--- src/rtl/mapper_pkg.sv ---
// Shared slice-mapper definitions: default geometry, FSM state encoding and
// the lane index helpers used by both the forward and the inverse mapper.
package mapper_pkg;

    localparam int N_DEF = 5;

    localparam logic [1:0] S_IDLE = 2'd0;
    localparam logic [1:0] S_RUN  = 2'd1;
    localparam logic [1:0] S_DONE = 2'd2;

    // Flat bit position of coordinate (a,b); the (N+1)/2 offset re-centres
    // the slice so that coordinate (0,0) lands on the middle bit.
    function automatic int idx(input int a, input int b, input int n);
        int h;
        h = (n + 1) / 2;
        return ((b + n - h) % n) * n + ((a + n - h) % n);
    endfunction

    // Source bit feeding result bit idx(i,j) in one inverse step.
    function automatic int inv_src_idx(input int i, input int j, input int n);
        return idx(j, (2 * i + 3 * j) % n, n);
    endfunction

    // Destination bit written by source bit idx(i,j) in one forward step.
    function automatic int fwd_dst_idx(input int i, input int j, input int n);
        return idx(j, (2 * i + 3 * j) % n, n);
    endfunction

endpackage

--- src/rtl/inv_mapper.sv ---
// One combinational inverse slice-mapping step: pure bit permutation.
module inv_mapper
    import mapper_pkg::*;
#(
    parameter int N = N_DEF
) (
    input  logic [N*N-1:0] src,
    output logic [N*N-1:0] dst
);

    // Every result bit is a wire from exactly one source bit.
    for (genvar i = 0; i < N; i++) begin : g_i
        for (genvar j = 0; j < N; j++) begin : g_j
            assign dst[idx(i, j, N)] = src[inv_src_idx(i, j, N)];
        end
    end

endmodule

--- src/rtl/inv_mapper_engine.sv ---
// Iterative inverse slice mapper: accepts a slice and a round count R,
// applies the inverse step R times (one per cycle), then holds the result
// until the consumer takes it.
module inv_mapper_engine
    import mapper_pkg::*;
#(
    parameter int N  = N_DEF,
    parameter int RW = 5
) (
    input  logic          clk,
    input  logic          rst_n,
    input  logic          in_valid,
    output logic          in_ready,
    input  logic [N*N-1:0] in_data,
    input  logic [RW-1:0] in_rounds,
    output logic          out_valid,
    input  logic          out_ready,
    output logic [N*N-1:0] out_data,
    output logic          busy
);

    logic [1:0]    state;
    logic [RW-1:0] cnt;
    logic [N*N-1:0] slice;
    logic [N*N-1:0] step;

    inv_mapper #(.N(N)) u_inv (
        .src(slice),
        .dst(step)
    );

    assign in_ready  = (state == S_IDLE);
    assign out_valid = (state == S_DONE);
    assign busy      = (state == S_RUN);
    assign out_data  = slice;

    // Control and datapath; DONE is entered on the edge that takes cnt from
    // 1 to 0, so the counter never wraps even at the maximum round count.
    always_ff @(posedge clk or negedge rst_n) begin
        if (!rst_n) begin
            state <= S_IDLE;
            cnt   <= '0;
            slice <= '0;
        end else begin
            case (state)
                S_IDLE: begin
                    if (in_valid) begin
                        slice <= in_data;
                        cnt   <= in_rounds;
                        state <= (in_rounds == '0) ? S_DONE : S_RUN;
                    end
                end
                S_RUN: begin
                    slice <= step;
                    cnt   <= cnt - 1'b1;
                    if (cnt == RW'(1)) state <= S_DONE;
                end
                S_DONE: begin
                    if (out_ready) state <= S_IDLE;
                end
                default: state <= S_IDLE;
            endcase
        end
    end

endmodule
--- config.mk ---
export PLATFORM = sky130hd
export DESIGN_NAME = inv_mapper_engine
export DESIGN_NICKNAME = d
export VERILOG_FILES = /design/src/rtl/mapper_pkg.sv /design/src/rtl/inv_mapper.sv /design/src/rtl/inv_mapper_engine.sv
export SDC_FILE = /design/constraint.sdc
export NUM_CORES = 1
export LEC_CHECK = 0
export ABC_CLOCK_PERIOD_IN_PS = 1600
export CAP_MARGIN = 20
export CORE_MARGIN = 5
export CORE_UTILIZATION = 46
export DETAILED_ROUTE_END_ITERATION = 8
export GPL_TIMING_DRIVEN = 0
export PLACE_DENSITY = 0.8
export SLEW_MARGIN = 25
export SYNTH_ARGS = -nofsm -noshare
export SYNTH_HDL_FRONTEND = slang
export SYNTH_HIERARCHICAL = 1
export SYNTH_SLANG_ARGS = --single-unit
--- constraint.sdc ---
create_clock -name clk -period 1.6 [get_ports clk]
set_input_delay 0.32 -clock clk [delete_from_list [all_inputs] [get_ports clk]]
set_output_delay 0.32 -clock clk [all_outputs]
set_load 0.02 [all_outputs]
==> reports/results.tsv, run 1 <==
stage	metric	value	unit
worst_hold_path	worst min path class	input pin to async pin	
cells_and_area	Layout Nets	298	
cells_and_area	fraction of final layout cells with drive strength greater than 1	20.5	%
power	IR drop worst, VDD	1100	uV
timing	number of hold violations in the final report	0	
clock_tree	CTS tree	yes	
timing	hold slack	458	ps
synthesis	cell area after synthesis	1850	sq um
clock_tree	number of buffers on the longest clock path	2	
synthesis	#FFs+latches synth	32	
worst_setup_path	Worst path max stage delay	400	ps
clock_tree	root buf cell	clkbuf_8	
power	static leakage power	1.40	nW
power	combinational power share	61.0	%
global_route	maximum number of pins on one net before global-route repair	23	
timing	final slew viol count	0	
cells_and_area	post-layout utilization of the core	68.1	%
floorplanning	die width	73.5	um
global_route	grt ovf	0	
clock_tree	clk_lat worst skew	280	ps
global_route	antenna violations before repair	0	
routing	first-pass iteration count of the detailed router	4	
global_route	via count of the first global-routing pass	1609	
timing	setup violation total in the final timing report	0	
cells_and_area	number of diodes added for antenna fixing	0	
place	gp weighted congestion	0.787	
synthesis	portion of the post-synthesis area used by sequential elements	43.2	%
cells_and_area	Filler Cells Inserted	304	
place	Placement Setup Slack	-387	ps
timing	share of the clock period used by the worst path	96.9	%
timing	least setup slack across all paths after layout	49.8	ps
synthesis	Post-Synthesis Net Count	224	
run	number of max-capacitance violations reported	0	
timing	min cycle time layout	1550	ps
synthesis	Synth Warn #	6	
worst_setup_path	largest fanout of any net on the critical path	10	
worst_setup_path	type of the setup path with the least slack	register to output pin	
timing	worst relative slew slack	71.8	%
worst_setup_path	Setup crit end kind	output pin	
worst_setup_path	WP data required	1280	ps
routing	per-cell routed wire length	14.4	um
synthesis	post-synthesis compound-gate area fraction	13.0	%
floorplanning	I/O pin count	62	
place	HPWL after detailed placement	3.26	mm
synthesis	Post-synth EDFFs	0	
worst_setup_path	startpoint type of the worst setup path	register	
routing	remaining antenna violation count	0	
run_status	result of the run	completed	
synthesis	Avg Cell Area, Syn	9.86	sq um
cells_and_area	final non-filler cell total	313	
synthesis	commonest register cell after synthesis	dfrtp_1	
routing	remaining design rule violation count	0	
synthesis	async set or reset register ratio after synthesis	100	%
worst_setup_path	cell with the largest stage delay on the worst path	dfrtp_1	
power	PwrDens	2110	nW/um^2
synthesis	post-synthesis instance total	188	
place	instance area after placement	2550	sq um
synthesis	XOR/XNOR share of the synthesized area	0	%
cells_and_area	post-layout instance area	2690	sq um
timing	Sum Neg Setup Slack	0	ps
power	switching power as a share of total power	41.1	%
floorplanning	Die ar.	5400	sq um
clock_tree	H-tree levels	2	
routing	via count of the routed design	1545	
timing	setup repair after global routing missed its margin	yes	
synthesis	Netlist cell types	31	
floorplanning	number of rows created at floorplan	23	
floorplanning	die outline height	73.5	um
floorplanning	placeable core region	3940	sq um
power	Seq pwr share	27.6	%
timing	maximum achievable frequency	645	MHz
synthesis	adder and majority cell fraction of the synthesized area	1.35	%
global_route	overall fraction of global-route tracks in use	18.1	%
place	I/O Buffers	61	
cells_and_area	storage element area	801	sq um
place	placed insts	300	
timing	Slew @ Worst Pin	418	ps
cells_and_area	signed area change from the synthesized netlist to the final layout	45.0	%
worst_setup_path	Arrival @ worst endpoint	1230	ps
clock_tree	clock sinks	32	
power	Tot Pwr	5.66	mW
routing	overall routed net length	4.51	mm
synthesis	combinational family with the most area after synthesis	buffers and inverters	
synthesis	proportion of synthesized area in mux cells	13.5	%
timing	clock skew after layout	3.49	ps
cells_and_area	area used by multi-input combinational logic	751	sq um
synthesis	Simple-Gate Fraction of Synth Area	12.7	%
clock_tree	total clock buffers created by CTS	5	
floorplanning	starting utilization of the core area	47.0	%
power	switching power summed over all nets	2.32	mW
power	cell-internal power	3.34	mW
routing	starting DRC count in detailed routing	51	
routing	vias per cell	4.94	
worst_setup_path	crit-path cells	buf_6 -> nor2_1 -> clkdlybuf4s15_1	
global_route	global-route wire length before repair	7.39	mm
power	Clock power frac	11.4	%
clock_tree	post-CTS clock slew at the launch and capture registers of the worst setup and hold paths	60	ps
## sequential cells by signal, summed over array words and instances (netlist names)
signal,cells
state,2
cnt,5
out_data,25
## path summary, 6_finish.rpt
kind	from	end	slack [ps]	cells past startpoint
max reg2reg	state[0]$_DFFE_PN0P_	state[1]$_DFFE_PN0P_	120	7
min in group clk	out_data[7]$_DFFE_PN0P_	out_data[7]$_DFFE_PN0P_	510	2
min	rst_n	out_data[8]$_DFFE_PN0P_	460	2
min reg2reg	out_data[7]$_DFFE_PN0P_	out_data[7]$_DFFE_PN0P_	510	2
max in group asynchronous	rst_n	out_data[23]$_DFFE_PN0P_	740	3
max	state[0]$_DFFE_PN0P_	in_ready	50	3
## cell usage in the layout (no fill, tap or decap), types with 2 or more instances in the layout
cell type and count:
nor2b_1 2, dlygate4sd2_1 13, clkbuf_2 5, o21ai_0 20
nor2_1 4, nand3_1 2, clkbuf_8 6, buf_6 4
dfrtp_1 32, clkbuf_1 2, ha_1 2, or3_1 3
o21ai_1 8, nand2_1 27, buf_4 30, nor3b_1 4
clkdlybuf4s50_1 32, a21oi_1 4, o211ai_1 2, inv_1 5
buf_2 2, mux2i_1 25, dlymetal6s2s_1 12
## routing by layer
metal | vias up | GRT usage [%] | share of wire [%]
li1 | 770 | - | -
met2 | 47 | 28.1 | 47
met3 | 11 | 6.43 | 8.8
met4 | 0 | 7.44 | 2.1
met5 | - | 0 | 0
met1 | 717 | 23.0 | 42
## timing repair
item                       CTS  global route
hold buffers                 1             0
setup endpoints to repair   32            15
hold endpoints to repair    10             0
gates resized for setup     31            12
setup buffers                2             3
## cells in the mapped netlist, types with 3 or more instances
cell type  count  area share, %
o21ai_1        8            2.2
nor3b_1        4            1.6
nand2_1       27            5.5
mux2i_1       25             14
clkbuf_1       5            1.0
nor2_1         4           0.81
buf_4         26             11
o21ai_0       20            5.4
dfrtp_1       32             43
a21oi_1        4            1.1
inv_1          5            1.0
or3_1          3            1.0
## power groups by stage
stage / Clock (mW) / Combinational, mW / Sequential, mW
final: 0.643 / 3.45 / 1.56
after global routing: 0.691 / 3.75 / 1.63
after CTS: 0.644 / 3.46 / 1.57
after detailed placement: 0 / 3.56 / 1.58
after global placement: 0 / 3.48 / 1.57
after floorplan: 0 / 1.98 / 1.91
## kinds of logic after synthesis
family                     after synthesis
and+or+nand+nor                         47
AOI/OAI and AO/OA                       41
muxes                                   25
DFF                                     32
buffers and inverters                   41
adders and majority gates                2
## final cells by class
type / instances / share of cell area [%]
clock buffer: 8 / 3.35
timing repair buffer: 68 / 25.7
buffer: 34 / 9.92
multi-input combinational: 115 / 27.9
inverter: 6 / 0.932
tap: 50 / 2.33
sequential: 32 / 29.8
## worst max-delay path: cells and delay by family (launching register included)
family                 cells  cell delay [ps]
buffers and inverters      2              450
and+or+nand+nor            1              100
DFF                        1              400
Power figures use the tool's default switching activity.
==> inputs of run 2 (changes only) <==
--- a/config.mk
+++ b/config.mk
@@ -6,7 +6,7 @@
 export NUM_CORES = 1
 export LEC_CHECK = 0
 export ABC_CLOCK_PERIOD_IN_PS = 1600
-export CAP_MARGIN = 20
+export CAP_MARGIN = 30
 export CORE_MARGIN = 5
 export CORE_UTILIZATION = 46
 export DETAILED_ROUTE_END_ITERATION = 8
==> results of run 2 <==
Final layout, timing and power as in run 1 (identical DEF).
==> inputs of run 3 (changes only) <==
--- a/config.mk
+++ b/config.mk
@@ -7,11 +7,13 @@
 export LEC_CHECK = 0
 export ABC_CLOCK_PERIOD_IN_PS = 1600
 export CAP_MARGIN = 30
+export CELL_PAD_IN_SITES_DETAIL_PLACEMENT = 1
+export CELL_PAD_IN_SITES_GLOBAL_PLACEMENT = 1
 export CORE_MARGIN = 5
-export CORE_UTILIZATION = 46
+export CORE_UTILIZATION = 34
 export DETAILED_ROUTE_END_ITERATION = 8
 export GPL_TIMING_DRIVEN = 0
-export PLACE_DENSITY = 0.8
+export PLACE_DENSITY_LB_ADDON = 0.1
 export SLEW_MARGIN = 25
 export SYNTH_ARGS = -nofsm -noshare
 export SYNTH_HDL_FRONTEND = slang
==> constraint.sdc (replaced) <==
create_clock -name clk -period 1.6 [get_ports clk]
set_input_delay 0.32 -clock clk [delete_from_list [all_inputs] [get_ports clk]]
set_output_delay 0.32 -clock clk [all_outputs]
set_load 0.05 [all_outputs]
==> run 3 against run 2 <==
Effect of this change: the flow now finishes with violations (negative setup slack); global-route usage shrank 3.2 points; first-iteration DRC count grew 7.8%; hold slack lost 0.92 ps; sequential cell count is the same; clock-buffer cell count shrank 2; sequential power is essentially flat; via count grew 8.0%; sequential share of layout area shrank 1.0 points; largest power group unchanged.
==> reports/results.tsv, run 3 (same netlist as run 1, synthesis figures left out) <==
stage	metric	value	unit
place	Placement Setup Slack	-574	ps
global_route	overall fraction of global-route tracks in use	15.0	%
worst_setup_path	largest fanout of any net on the critical path	10	
worst_setup_path	type of the setup path with the least slack	register to output pin	
floorplanning	placeable core region	5200	sq um
floorplanning	Die ar.	7030	sq um
clock_tree	root buf cell	clkbuf_8	
power	PwrDens	2440	nW/um^2
run_status	violations in the final reports	negative setup slack	
place	gp weighted congestion	0.724	
place	HPWL after detailed placement	3.79	mm
floorplanning	number of rows created at floorplan	26	
timing	setup violation total in the final timing report	1	
cells_and_area	number of diodes added for antenna fixing	0	
routing	starting DRC count in detailed routing	55	
routing	vias per cell	4.84	
worst_setup_path	Arrival @ worst endpoint	1370	ps
clock_tree	clock sinks	32	
routing	overall routed net length	5.34	mm
routing	via count of the routed design	1669	
global_route	maximum number of pins on one net before global-route repair	22	
run	number of max-capacitance violations reported	0	
timing	least setup slack across all paths after layout	-90.7	ps
cells_and_area	post-layout utilization of the core	53.5	%
run_status	result of the run	finished, violations left	
worst_setup_path	terminus of the critical flop-to-flop path	cnt[4]$_DFFE_PN0P_	
routing	remaining antenna violation count	0	
timing	min cycle time layout	1690	ps
global_route	grt ovf	0	
timing	clock skew after layout	4.31	ps
clock_tree	clk_lat worst skew	280	ps
routing	first-pass iteration count of the detailed router	4	
clock_tree	post-CTS clock slew at the launch and capture registers of the worst setup and hold paths	70	ps
worst_setup_path	Worst path max stage delay	400	ps
worst_setup_path	register-to-register setup slack	100	ps
floorplanning	I/O pin count	62	
timing	maximum achievable frequency	591	MHz
floorplanning	die outline height	83.8	um
routing	remaining design rule violation count	0	
timing	hold slack	458	ps
power	static leakage power	1.36	nW
worst_setup_path	most frequent cell on the critical path	buf_12	
worst_setup_path	WP data required	1280	ps
cells_and_area	most frequent standard cell in the layout excluding fill and tap cells	buf_4	
worst_setup_path	critical path launch point	state[0]$_DFFE_PN0P_	
global_route	via count of the first global-routing pass	1767	
floorplanning	die width	83.8	um
routing	per-cell routed wire length	15.5	um
place	I/O Buffers	61	
timing	share of the clock period used by the worst path	106	%
global_route	global-route wire length before repair	8.47	mm
worst_setup_path	crit-path cells	buf_6 -> nand2b_4 -> inv_4 -> buf_12 -> buf_12 -> buf_12	
global_route	antenna violations before repair	0	
worst_setup_path	crit path to	busy	
power	IR drop worst, VDD	1260	uV
cells_and_area	commonest cells after routing, fill and taps aside	buf_4 (41), dfrtp_1 (32), clkdlybuf4s50_1 (32)	
worst_setup_path	Setup crit end kind	output pin	
timing	Slew @ Worst Pin	585	ps
cells_and_area	max reg flops	25	
worst_setup_path	cell with the largest stage delay on the worst path	dfrtp_1	
timing	setup repair after global routing missed its margin	yes	
clock_tree	CTS tree	yes	
floorplanning	starting utilization of the core area	35.6	%
power	Tot Pwr	6.79	mW
worst_hold_path	worst min path class	input pin to async pin	
clock_tree	H-tree levels	2	
clock_tree	number of buffers on the longest clock path	2	
timing	number of hold violations in the final report	0	
cells_and_area	signed area change from the synthesized netlist to the final layout	50.2	%
worst_setup_path	startpoint type of the worst setup path	register	
worst_setup_path	worst flop-to-flop path startpoint	state[0]$_DFFE_PN0P_	
timing	worst relative slew slack	60.9	%
worst_setup_path	number of cells on the worst reg-to-reg path	4	
clock_tree	total clock buffers created by CTS	5	
cells_and_area	fraction of final layout cells with drive strength greater than 1	25.5	%
timing	final slew viol count	0	
cells_and_area	Layout Nets	310	
-- run 3: cell count changes in the layout (fill, tap and decap cells not counted), sizes merged --
cell	delta
clkbuf	-2
buf	+13
dlygate4sd2	+12
dlymetal6s2s	-12
clkinv	+2
clkdlybuf4s15	-1
-- run 3: repair_timing --
action / in CTS / in global routing
hold endpoints to repair: 11 / 0
endpoints found under the setup margin: 50 / 6
buffers inserted: 0 / 16
gates resized for setup: 50 / 2
hold buffers: 1 / 0
-- run 3: final cells by class --
class                      instances  area (sq um)
fill                             620          2420
sequential                        32           801
multi-input combinational        115           753
timing repair buffer              79           738
buffer                            35           287
tap                               70          87.6
clock buffer                       6          82.6
inverter                           6          25.0
clock inverter                     2          10.0
-- run 3: report_power, final --
| group | switching, mW | internal [mW] |
|---|---|---|
| clock | 0.309 | 0.343 |
| combinational | 2.60 | 1.95 |
| sequential | 0.353 | 1.23 |
| total | 3.26 | 3.53 |
-- run 3: worst max-delay path, delay by kind of cell, from the launching register on --
kind,cells,cell delay [ps]
and+or+nand+nor,1,100
DFF,1,400
buffers and inverters,5,590
-- run 3: how the worst min path moves through the flow --
stage / startpoint / to / slack, ps / cells after the start
6_report: rst_n / state[1]$_DFFE_PN0P_ / 460 / 2
3_5_place_dp: rst_n / state[1]$_DFFE_PN0P_ / 240 / 1
4_1_cts: rst_n / cnt[2]$_DFFE_PN0P_ / 470 / 2
5_1_grt: rst_n / out_data[24]$_DFFE_PN0P_ / 500 / 2
3_3_place_gp: out_data[21]$_DFFE_PN0P_ / out_data[21]$_DFFE_PN0P_ / 490 / 2
2_1_floorplan: rst_n / cnt[0]$_DFFE_PN0P_ / 20 / 0
-- run 3: per-layer routing --
metal	wire [um]	vias up	track usage [%]
li1	-	790	-
met1	2220	829	17.9
met2	2780	43	26.3
met3	273	7	3.95
met4	62	0	4.39
met5	0	-	0
-- run 3: through the flow --
stage               instances  cell area, sq um  TNS [ps]
finish                    345              2780     -90.7
global route              345              2780      -370
CTS                       329              2660      -220
detailed placement        320              2580     -9910
global placement          319              2550    -26870
floorplan                 188              1860         0
